$ cat config.mk
export PLATFORM = sky130hd
export DESIGN_NAME = step_counter
export DESIGN_NICKNAME = d
export VERILOG_FILES = /design/src/rtl/step_counter.sv
export SDC_FILE = /design/constraint.sdc
export NUM_CORES = 1
export LEC_CHECK = 0
export CAP_MARGIN = 40
export CORE_ASPECT_RATIO = 2
export CORE_MARGIN = 4
export CORE_UTILIZATION = 50
export CTS_CLUSTER_DIAMETER = 40
export DETAILED_ROUTE_END_ITERATION = 6
export PLACE_DENSITY = 0.95
export REMOVE_ABC_BUFFERS = 1
export SLEW_MARGIN = 20
export SYNTH_ARGS = -nofsm -noshare
export SYNTH_HDL_FRONTEND = slang
export SYNTH_SLANG_ARGS = --single-unit
$ cat constraint.sdc
create_clock -name clk -period 5.5 [get_ports clk]
set_input_delay 1.1 -clock clk [delete_from_list [all_inputs] [get_ports clk]]
set_output_delay 1.1 -clock clk [all_outputs]
set_load 0.005 [all_outputs]
$ cat src/rtl/step_counter.sv
// step_counter: up/down step counter with wrap or saturate boundary, sticky ovf/unf, tc pulse; snapshot enabled by STEP_COUNTER_SNAPSHOT_EN
module step_counter #(
    parameter int unsigned WIDTH = 16,
    parameter logic [WIDTH-1:0] LIMIT = {WIDTH{1'b1}},
    parameter bit SAT = 1'b0
) (
    input  logic             clk,
    input  logic             rst,
    input  logic             clr,
    input  logic             en,
    input  logic             up_dn,
    input  logic [WIDTH-1:0] step,
    input  logic             ld,
    input  logic [WIDTH-1:0] ld_val,
    input  logic             snap_req,
    output logic [WIDTH-1:0] count,
    output logic             tc,
    output logic             ovf,
    output logic             unf,
    output logic [WIDTH-1:0] snap
);
    logic [WIDTH:0] lim, lim1, ext, stp, sum;
    logic [WIDTH-1:0] nxt;
    logic up_bnd, dn_bnd, bnd, unused_msb;
    assign lim  = {1'b0, LIMIT};
    assign lim1 = lim + (WIDTH+1)'(1);
    assign ext  = {1'b0, count};
    assign stp  = {1'b0, step};
    assign sum  = ext + stp;
    // next count for an enabled step, worked at WIDTH+1 bits so nothing is truncated before the boundary test
    always_comb begin
        up_bnd = sum > lim;
        dn_bnd = count < step;
        bnd    = up_dn ? up_bnd : dn_bnd;
        {unused_msb, nxt} = up_dn ? (up_bnd ? (SAT ? lim : sum - lim1) : sum)
                                  : (dn_bnd ? (SAT ? '0 : ext + lim1 - stp) : ext - stp);
    end
    // count, terminal pulse and sticky flags with rst > clr > ld > en priority
    always_ff @(posedge clk) begin
        if (rst || clr) begin
            count <= '0;
            tc    <= 1'b0;
            ovf   <= 1'b0;
            unf   <= 1'b0;
        end else if (ld) begin
            count <= (ld_val > LIMIT) ? LIMIT : ld_val;
            tc    <= 1'b0;
        end else if (en) begin
            count <= nxt;
            tc    <= bnd;
            ovf   <= ovf | (bnd & up_dn);
            unf   <= unf | (bnd & ~up_dn);
        end else begin
            tc    <= 1'b0;
        end
    end
`ifdef STEP_COUNTER_SNAPSHOT_EN
    // capture the pre-update count whenever a snapshot is requested
    always_ff @(posedge clk) begin
        if (rst) snap <= '0;
        else if (snap_req) snap <= count;
    end
`else
    logic unused_snap;
    assign unused_snap = snap_req;
    assign snap = '0;
`endif
endmodule

After elaboration in Yosys (flattened, before gate mapping):

Index checks and enable logic that the tools add are counted.
Widths: inputs -> output; s select.

* register bits after elaboration: 19
* latch bits: 0
* RAM bits: 0
* ROM bits: 0
* bits of input ports: 39
* memories kept: 0

* add/sub/neg operators: 5
* multipliers: 0
* divide/modulo/power cells: 0
* magnitude comparators: 3
* eq/ne operators: 0
* shift operators: 0
* mux-type cells: 7
* bitwise gates (word level): 7
* reduce and logical (&&, ||, !) cells: 4

Operator list (count)
* $mux 16: 6
* $sub 16x16->16: 2
* $add 16x16->17: 1
* $gt 17x16->1 const B: 1
* $add 16x1->16 const B: 1
* $gt 16x16->1 const B: 1
* $lt 16x16->1: 1
* $sub 16x1->16 const B: 1
* $not 1->1: 3
* $reduce_or 3->1: 1
* $and 1x1->1: 2
* $or 1x1->1: 2
* $reduce_and 2->1: 1
* $reduce_bool 2->1: 1
* $logic_or 1x1->1: 1
* $mux 1: 1

Longest topological paths before layout:

Gate-level depths: netlist of the first run.

* depth in word-level cells: 6
* depth in mapped cells: 10
* gate-level depth less buffers: 10

Worst setup path after synthesis of the first run:

OpenSTA, ideal clock, no wires.

* path type: input to register
* from: input port step[4]
* to: register count[14]
* arrival time: 2.874 ns
* required time: 5.366 ns
* setup slack: 2.492 ns
* stages on the path: 10
* path buffers: 1
* cells stage by stage: inv_1 ha_1 buf_6 a21o_1 a21oi_4 a211oi_2 o41a_1 o32ai_2 xor2_1 o22ai_1

* longest elaborated chain between the ends: 6
* elaborated cells between the ends (all ways): 11
* classes of those cells: add/sub: 4; order compare: 2; mux: 5

RTL lines
* start: declaration: line 12 `input logic [WIDTH-1:0] step,`
* $add 16x16->17: line 29 `assign sum = ext + stp;`
* $sub 16x1->16 / $gt 17x16->1 (equally long branches): line 35, 32
* $mux 16: line 35 `{unused_msb, nxt} = up_dn ? (up_bnd ? (SAT ? lim : sum - lim1) : sum)`
* $mux 16 *: line 35
* $mux 16 *: line 48 `end else if (en) begin`
* $mux 16 *: line 45 `end else if (ld) begin`
* end signal: assignment: line 46 `count <= (ld_val > LIMIT) ? LIMIT : ld_val;`
* end signal: assignment: line 49 `count <= nxt;`
* end: declaration: line 16 `output logic [WIDTH-1:0] count,`

Every way passes the cells marked *; elsewhere a longest branch is shown, timed or not. The select of a mux whose other input is x is not followed.
A chain may end at the register's enable or synchronous reset.

Final worst setup path of the first run:

* from: input port step[4]
* to: register count[15]

The elaborated chain is that of the path after synthesis.

==> metrics.csv, run 1 <==
stage;metric;value;unit
setup_path;worstPathArrival;3.73;ns
clocking;clock_path_buffers;2;
logic_synthesis;syn_avg_cell_area;7.485;sq um
pwr;power;481.5;uW
run;cap_viol_max_count;0;
detailed_routing;drtAntennaViolNets;0;
timing;rsz0062_at_grt;false;
placement;dp_hpwl;6149;microns
logic_synthesis;synth_cells;340;
clocking;cts.htree.levels;1;
pwr;comb_power_share;0.463;
final_layout;nNetsFinal;459;
pwr;vdd_drop_max;0.1494;mV
clocking;postCtsHoldBufs;0;
floorplan;core_area;4910;sq um
final_layout;nFillCells;411;
logic_synthesis;ys_warn_count;0;
final_layout;drive_above_1_share;0.04935;
final_layout;num_antenna_cells;0;
logic_synthesis;ys_seq_area_frac;0.1495;
grt;grt_max_degree;28;
grt;grt_first_pass_wirelength;12420;microns
setup_path;crit_type;in2reg;
detailed_routing;vias_per_cell;6.052;
timing;finalSetupViolCount;0;
pwr;power_density;154.4;nW/um^2
pwr;pwr-share-clk;0.221;
setup_path;worstPathRequired;5.70;ns
pwr;swShare;0.3814;
clocking;clk_latency;0.27;ns
logic_synthesis;async_flop_share;0;
detailed_routing;wl_per_cell;17.67;microns
setup_path;crit_slowest_cell;clkdlybuf4s50_1;
setup_path;critPathMaxStageDelay;0.49;ns
clocking;postCtsSetupBuffers;0;
setup_path;crit_fanout;7;
setup_path;crit_top_cell;o211ai_1;
timing;relSlewSlack;0.5817;
detailed_routing;drc;0;
placement;port_buffers;56;
pwr;p_int;297.8;uW
timing;hold_viol;0;
worst_hold_path;min_path_type;reg2reg;
detailed_routing;routed_wl;7811;microns
logic_synthesis;synth_ff_type;dfxtp_1;
pwr;leakage;0.001331;uW
final_layout;postLayoutCellArea;3119;sq um
clocking;cts_root_buf;clkbuf_8;
timing;fin_setup_tns;0;ns
clocking;clock-sinks;19;
logic_synthesis;yosysTopAreaCell;ha_1;
detailed_routing;num_vias;2675;
detailed_routing;drtIter0Drc;217;
timing;drv_slew;0;
detailed_routing;firstDrtPassIters;4;
pwr;pwr-share-seq;0.316;
setup_path;end_kind;flip-flop;
placement;gp_congestion;0.9476;
grt;antenna_found_initial;0;
pwr;p_sw;183.6;uW
floorplan;dieHeight;108.9;microns
grt;grt.overflow.total;0;
placement;placed_cell_area;3073;sq um
timing;fin_skew;0.005020;ns
floorplan;fp.dieW;58.45;microns
clocking;clk_pin_slew_worst_paths;0.08;ns
clocking;cts_buffers;3;
logic_synthesis;synth_edf_count;0;
floorplan;fp-row-count;36;
final_layout;syn2layout_area_growth;22.57;%
setup_path;worstPathCellList;clkdlybuf4s50_1, inv_1, ha_1, o211ai_1, a21oi_1, o2111ai_2, a211oi_1, o211ai_1, xor2_1, o22ai_1;
clocking;cts_tree;yes;
logic_synthesis;mappedNetlistArea;2545;sq um
floorplan;dieArea;6364;sq um
timing;max_freq;283.2;MHz
logic_synthesis;synth.most_common_cell;a21oi_1;
setup_path;cp-start-kind;input pin;
timing;tightest_slew;0.6251;ns
timing;period_share;0.6421;
floorplan;num_io_pins;74;
run_status;status;finished clean;
logic_synthesis;synth_top_area_share;0.1573;
logic_synthesis;synth_area_leaders;ha_1 16%, dfxtp_1 15%, a21oi_1 8.1%;
clocking;post_cts_resized;0;
logic_synthesis;netlist-cell-type-count;56;
grt;first_global_vias;2787;
floorplan;initial_core_util;0.5183;
timing;fin_crit;3.531;ns
grt;grt_usage;0.2499;
logic_synthesis;ys_seq_elements;19;
logic_synthesis;synth_commonest_cells;41 x a21oi_1, 33 x inv_1, 32 x ha_1;
==> sequential cells by signal, indices dropped and copies added (netlist names) <==
register,cells
count,16
ovf,1
tc,1
unf,1
==> logic make-up after synthesis <==
| family | synth area share |
|---|---|
| AOI/OAI and AO/OA | 0.3009 |
| DFF | 0.1495 |
| and+or+nand+nor | 0.1795 |
| other | 0.001474 |
| buffers and inverters | 0.1278 |
| adders and majority gates | 0.1731 |
| xor gates and xnor gates | 0.04818 |
| muxes | 0.01967 |
==> through the flow <==
step / util / hold slack, ns / std cells / worst slack, ns
6_report: 0.6353 / 0.4602 / 442 / 1.969
5_1_grt: 0.6353 / 0.4839 / 442 / 1.824
3_3_place_gp: 0.6198 / 0.4299 / 436 / 1.804
4_1_cts: 0.6353 / 0.4605 / 442 / 2.040
2_1_floorplan: - / 0.4388 / 322 / 2.486
3_5_place_dp: 0.6259 / 0.4468 / 438 / 1.795
==> critical path: cells and delay by family <==
kind | cells | cell delay (ns)
xor+xnor | 1 | 0.17
compound gates | 6 | 1.46
fa+ha+maj | 1 | 0.46
buf+inv | 2 | 0.54
==> power groups by stage <==
stage          combinational [uW]  sequential, uW  clock (uW)
2_1_floorplan                 132             154           0
3_3_place_gp                  209             155           0
3_5_place_dp                  217             155           0
4_1_cts                       219             152         107
5_1_grt                       244             153         111
6_report                      223             152         106
==> path summary, 6_finish.rpt <==
kind / start / end / slack [ns] / cells after the start
worst min-delay path: ovf$_SDFFE_PP0P_ / ovf$_SDFFE_PP0P_ / 0.46 / 2
worst max register to register: count[0]$_SDFFE_PP0P_ / count[10]$_SDFFE_PP0P_ / 2.83 / 10
worst min register to register: ovf$_SDFFE_PP0P_ / ovf$_SDFFE_PP0P_ / 0.46 / 2
worst max-delay path: step[4] / count[15]$_SDFFE_PP0P_ / 1.97 / 10
==> cell usage in the layout, fill, tap and decap left out, drive strengths merged, types with 3 or more instances in the layout <==
cell type,count
clkdlybuf4s50,56
a21oi,42
inv,33
ha,32
nor2,25
dfxtp,19
nand2,16
conb,16
o21ai,14
xnor2,11
o211ai,9
nand3,9
nor3,9
nor3b,9
o22ai,8
a211oi,8
nor2b,5
nand2b,5
mux2i,5
o31ai,4
a21o,4
or2,3
xor2,3
a31oi,3
clkbuf,3
a2111oi,3
buf,3
==> per-layer routing <==
metal,routed length (microns),track usage
met5,0,0
met4,496,0.1774
met3,393,0.02844
met2,4327,0.4800
met1,2593,0.2290
==> layout make-up <==
cell class | count | area, sq um | share of cell area
Tap cell | 57 | 71.32 | 0.02286
Sequential cell | 19 | 380.4 | 0.1219
Inverter | 34 | 127.6 | 0.04091
Clock buffer | 3 | 41.29 | 0.01324
Multi-Input combinational cell | 269 | 1896 | 0.6077
Timing Repair Buffer | 59 | 598.1 | 0.1917
Clock inverter | 1 | 5.005 | 0.001604
Power figures use the tool's default switching activity.
==> run 2, diff against run 1 <==
--- a/config.mk
+++ b/config.mk
@@ -8,10 +8,10 @@
 export CAP_MARGIN = 40
 export CORE_ASPECT_RATIO = 2
 export CORE_MARGIN = 4
-export CORE_UTILIZATION = 50
+export CORE_UTILIZATION = 49
 export CTS_CLUSTER_DIAMETER = 40
 export DETAILED_ROUTE_END_ITERATION = 6
-export PLACE_DENSITY = 0.95
+export PLACE_DENSITY = 0.93
 export REMOVE_ABC_BUFFERS = 1
 export SLEW_MARGIN = 20
 export SYNTH_ARGS = -nofsm -noshare
==> constraint.sdc (replaced) <==
create_clock -name clk -period 3.32 [get_ports clk]
set_input_delay 0.664 -clock clk [delete_from_list [all_inputs] [get_ports clk]]
set_output_delay 0.664 -clock clk [all_outputs]
set_load 0.005 [all_outputs]
==> metrics.csv, run 2 (synthesis gave the netlist of run 1 again) <==
stage;metric;value;unit
final_layout;syn2layout_area_growth;24.34;%
grt;grt.overflow.total;0;
floorplan;fp.dieW;58.96;microns
grt;grt_first_pass_wirelength;11700;microns
floorplan;initial_core_util;0.5136;
run;cap_viol_max_count;0;
clocking;postCtsHoldBufs;0;
clocking;cts_tree;yes;
timing;max_freq;332.6;MHz
timing;fin_crit;3.006;ns
clocking;clock_path_buffers;2;
timing;rsz0062_at_grt;false;
timing;hold_viol;0;
clocking;clk_pin_slew_worst_paths;0.08;ns
setup_path;crit_type;in2reg;
setup_path;crit_slowest_cell;clkdlybuf4s50_1;
detailed_routing;drc;0;
final_layout;drive_above_1_share;0.06870;
clocking;clk_latency;0.27;ns
floorplan;dieHeight;109.9;microns
setup_path;ff2ff_setup_slack;0.89;ns
setup_path;rr_worst_depth;10;
setup_path;cp-start-kind;input pin;
clocking;cts_buffers;3;
timing;finalSetupViolCount;0;
setup_path;crit_fanout;6;
placement;port_buffers;56;
grt;first_global_vias;2666;
setup_path;worstPathRequired;3.51;ns
pwr;power;801.5;uW
clocking;post_cts_resized;0;
floorplan;core_area;4955;sq um
setup_path;worstPathArrival;3.20;ns
timing;relSlewSlack;0.6583;
pwr;vdd_drop_max;0.2116;mV
timing;fin_skew;0.003984;ns
clocking;clock-sinks;19;
detailed_routing;routed_wl;7519;microns
final_layout;final_common_cell;clkdlybuf4s50_1;
final_layout;regArea;380.4;sq um
detailed_routing;num_vias;2655;
setup_path;crit_top_cell;o211ai_1;
clocking;cts.htree.levels;1;
detailed_routing;drtAntennaViolNets;0;
final_layout;largest-register;count;
worst_hold_path;whs_endpoint;ovf$_SDFFE_PP0P_;
detailed_routing;drtIter0Drc;117;
floorplan;dieArea;6481;sq um
placement;dp_hpwl;5980;microns
final_layout;largest_reg_flops;16;
worst_hold_path;min_path_type;reg2reg;
final_layout;multi_input_area;1896;sq um
grt;grt_usage;0.2321;
final_layout;num_antenna_cells;0;
final_layout;final_cell_mix;56 x clkdlybuf4s50_1, 41 x a21oi_1, 33 x inv_1;
final_layout;nFillCells;441;
timing;tightest_slew;0.4997;ns
detailed_routing;wl_per_cell;16.71;microns
setup_path;r2r-start;count[0]$_SDFFE_PP0P_;
floorplan;fp-row-count;36;
pwr;leakage;0.001364;uW
worst_hold_path;min_path_cells;2;
run_status;status;finished clean;
timing;drv_slew;0;
setup_path;worstPathCellList;clkdlybuf4s50_1, inv_1, ha_1, o211ai_1, a21oi_1, o2111ai_2, a211oi_1, o211ai_1, xor2_1, o22ai_1;
setup_path;critPathMaxStageDelay;0.49;ns
pwr;power_density;253.3;nW/um^2
setup_path;end_kind;flip-flop;
setup_path;regToRegEndpoint;count[10]$_SDFFE_PP0P_;
final_layout;nNetsFinal;467;
clocking;cts_root_buf;clkbuf_8;
placement;gp_congestion;0.9278;
timing;fin_setup_tns;0;ns
detailed_routing;firstDrtPassIters;4;
grt;grt_max_degree;30;
timing;period_share;0.9055;
detailed_routing;vias_per_cell;5.900;
grt;antenna_found_initial;0;
final_layout;postLayoutCellArea;3164;sq um
placement;placed_cell_area;3118;sq um
clocking;postCtsSetupBuffers;0;
floorplan;num_io_pins;74;
worst_hold_path;hold_start;ovf$_SDFFE_PP0P_;
-- run 2: cell count changes in the layout (fill, tap and decap cells not counted) --
cell	delta
buf_4	+10
buf_8	-2
-- run 2: final cells by class --
class / instances / area share
multi-input combinational: 269 / 0.5991
inverter: 34 / 0.04033
clock inverter: 1 / 0.001582
sequential: 19 / 0.1202
clock buffer: 3 / 0.01305
tap: 57 / 0.02254
timing repair buffer: 67 / 0.2032
-- run 2: metrics by stage --
step / hold slack [ns] / worst slack [ns] / std cells / utilization
after CTS: 0.4536 / 0.3324 / 450 / 0.6386
after floorplan: 0.4388 / 0.7424 / 322 / -
after global placement: 0.4332 / 0.1038 / 446 / 0.6293
final: 0.4480 / 0.3136 / 450 / 0.6386
after detailed placement: 0.4404 / 0.08728 / 446 / 0.6293
after global routing: 0.4747 / 0.2139 / 450 / 0.6386
-- run 2: metal layers --
metal	global-route usage	vias up	share of wire
li1	-	1278	-
met5	0	-	0
met3	0.02233	32	0.048
met4	0.1361	0	0.056
met1	0.2143	1235	0.33
met2	0.4604	110	0.56
-- run 2: worst max-delay path by stage --
stage               startpoint                     end  cells past startpoint
floorplan              step[4]  count[14]$_SDFFE_PP0P_                      9
global placement       step[2]  count[12]$_SDFFE_PP0P_                     10
detailed placement     step[2]  count[12]$_SDFFE_PP0P_                     10
CTS                    step[2]  count[12]$_SDFFE_PP0P_                     10
global route           step[1]  count[15]$_SDFFE_PP0P_                     10
finish                 step[3]  count[15]$_SDFFE_PP0P_                     10
-- run 2: report_power, final --
group | switching [uW] | total (uW) | internal (uW)
sequential | 12.4 | 251 | 239
combinational | 197 | 374 | 177
clock | 92.4 | 176 | 83.8
total | 301 | 801 | 500
-- run 2: critical path: cells and delay by family --
kind,cells,cell delay [ns]
AOI/OAI and AO/OA,6,1.46
buffers and inverters,2,0.54
adders and majority gates,1,0.37
xor gates and xnor gates,1,0.18
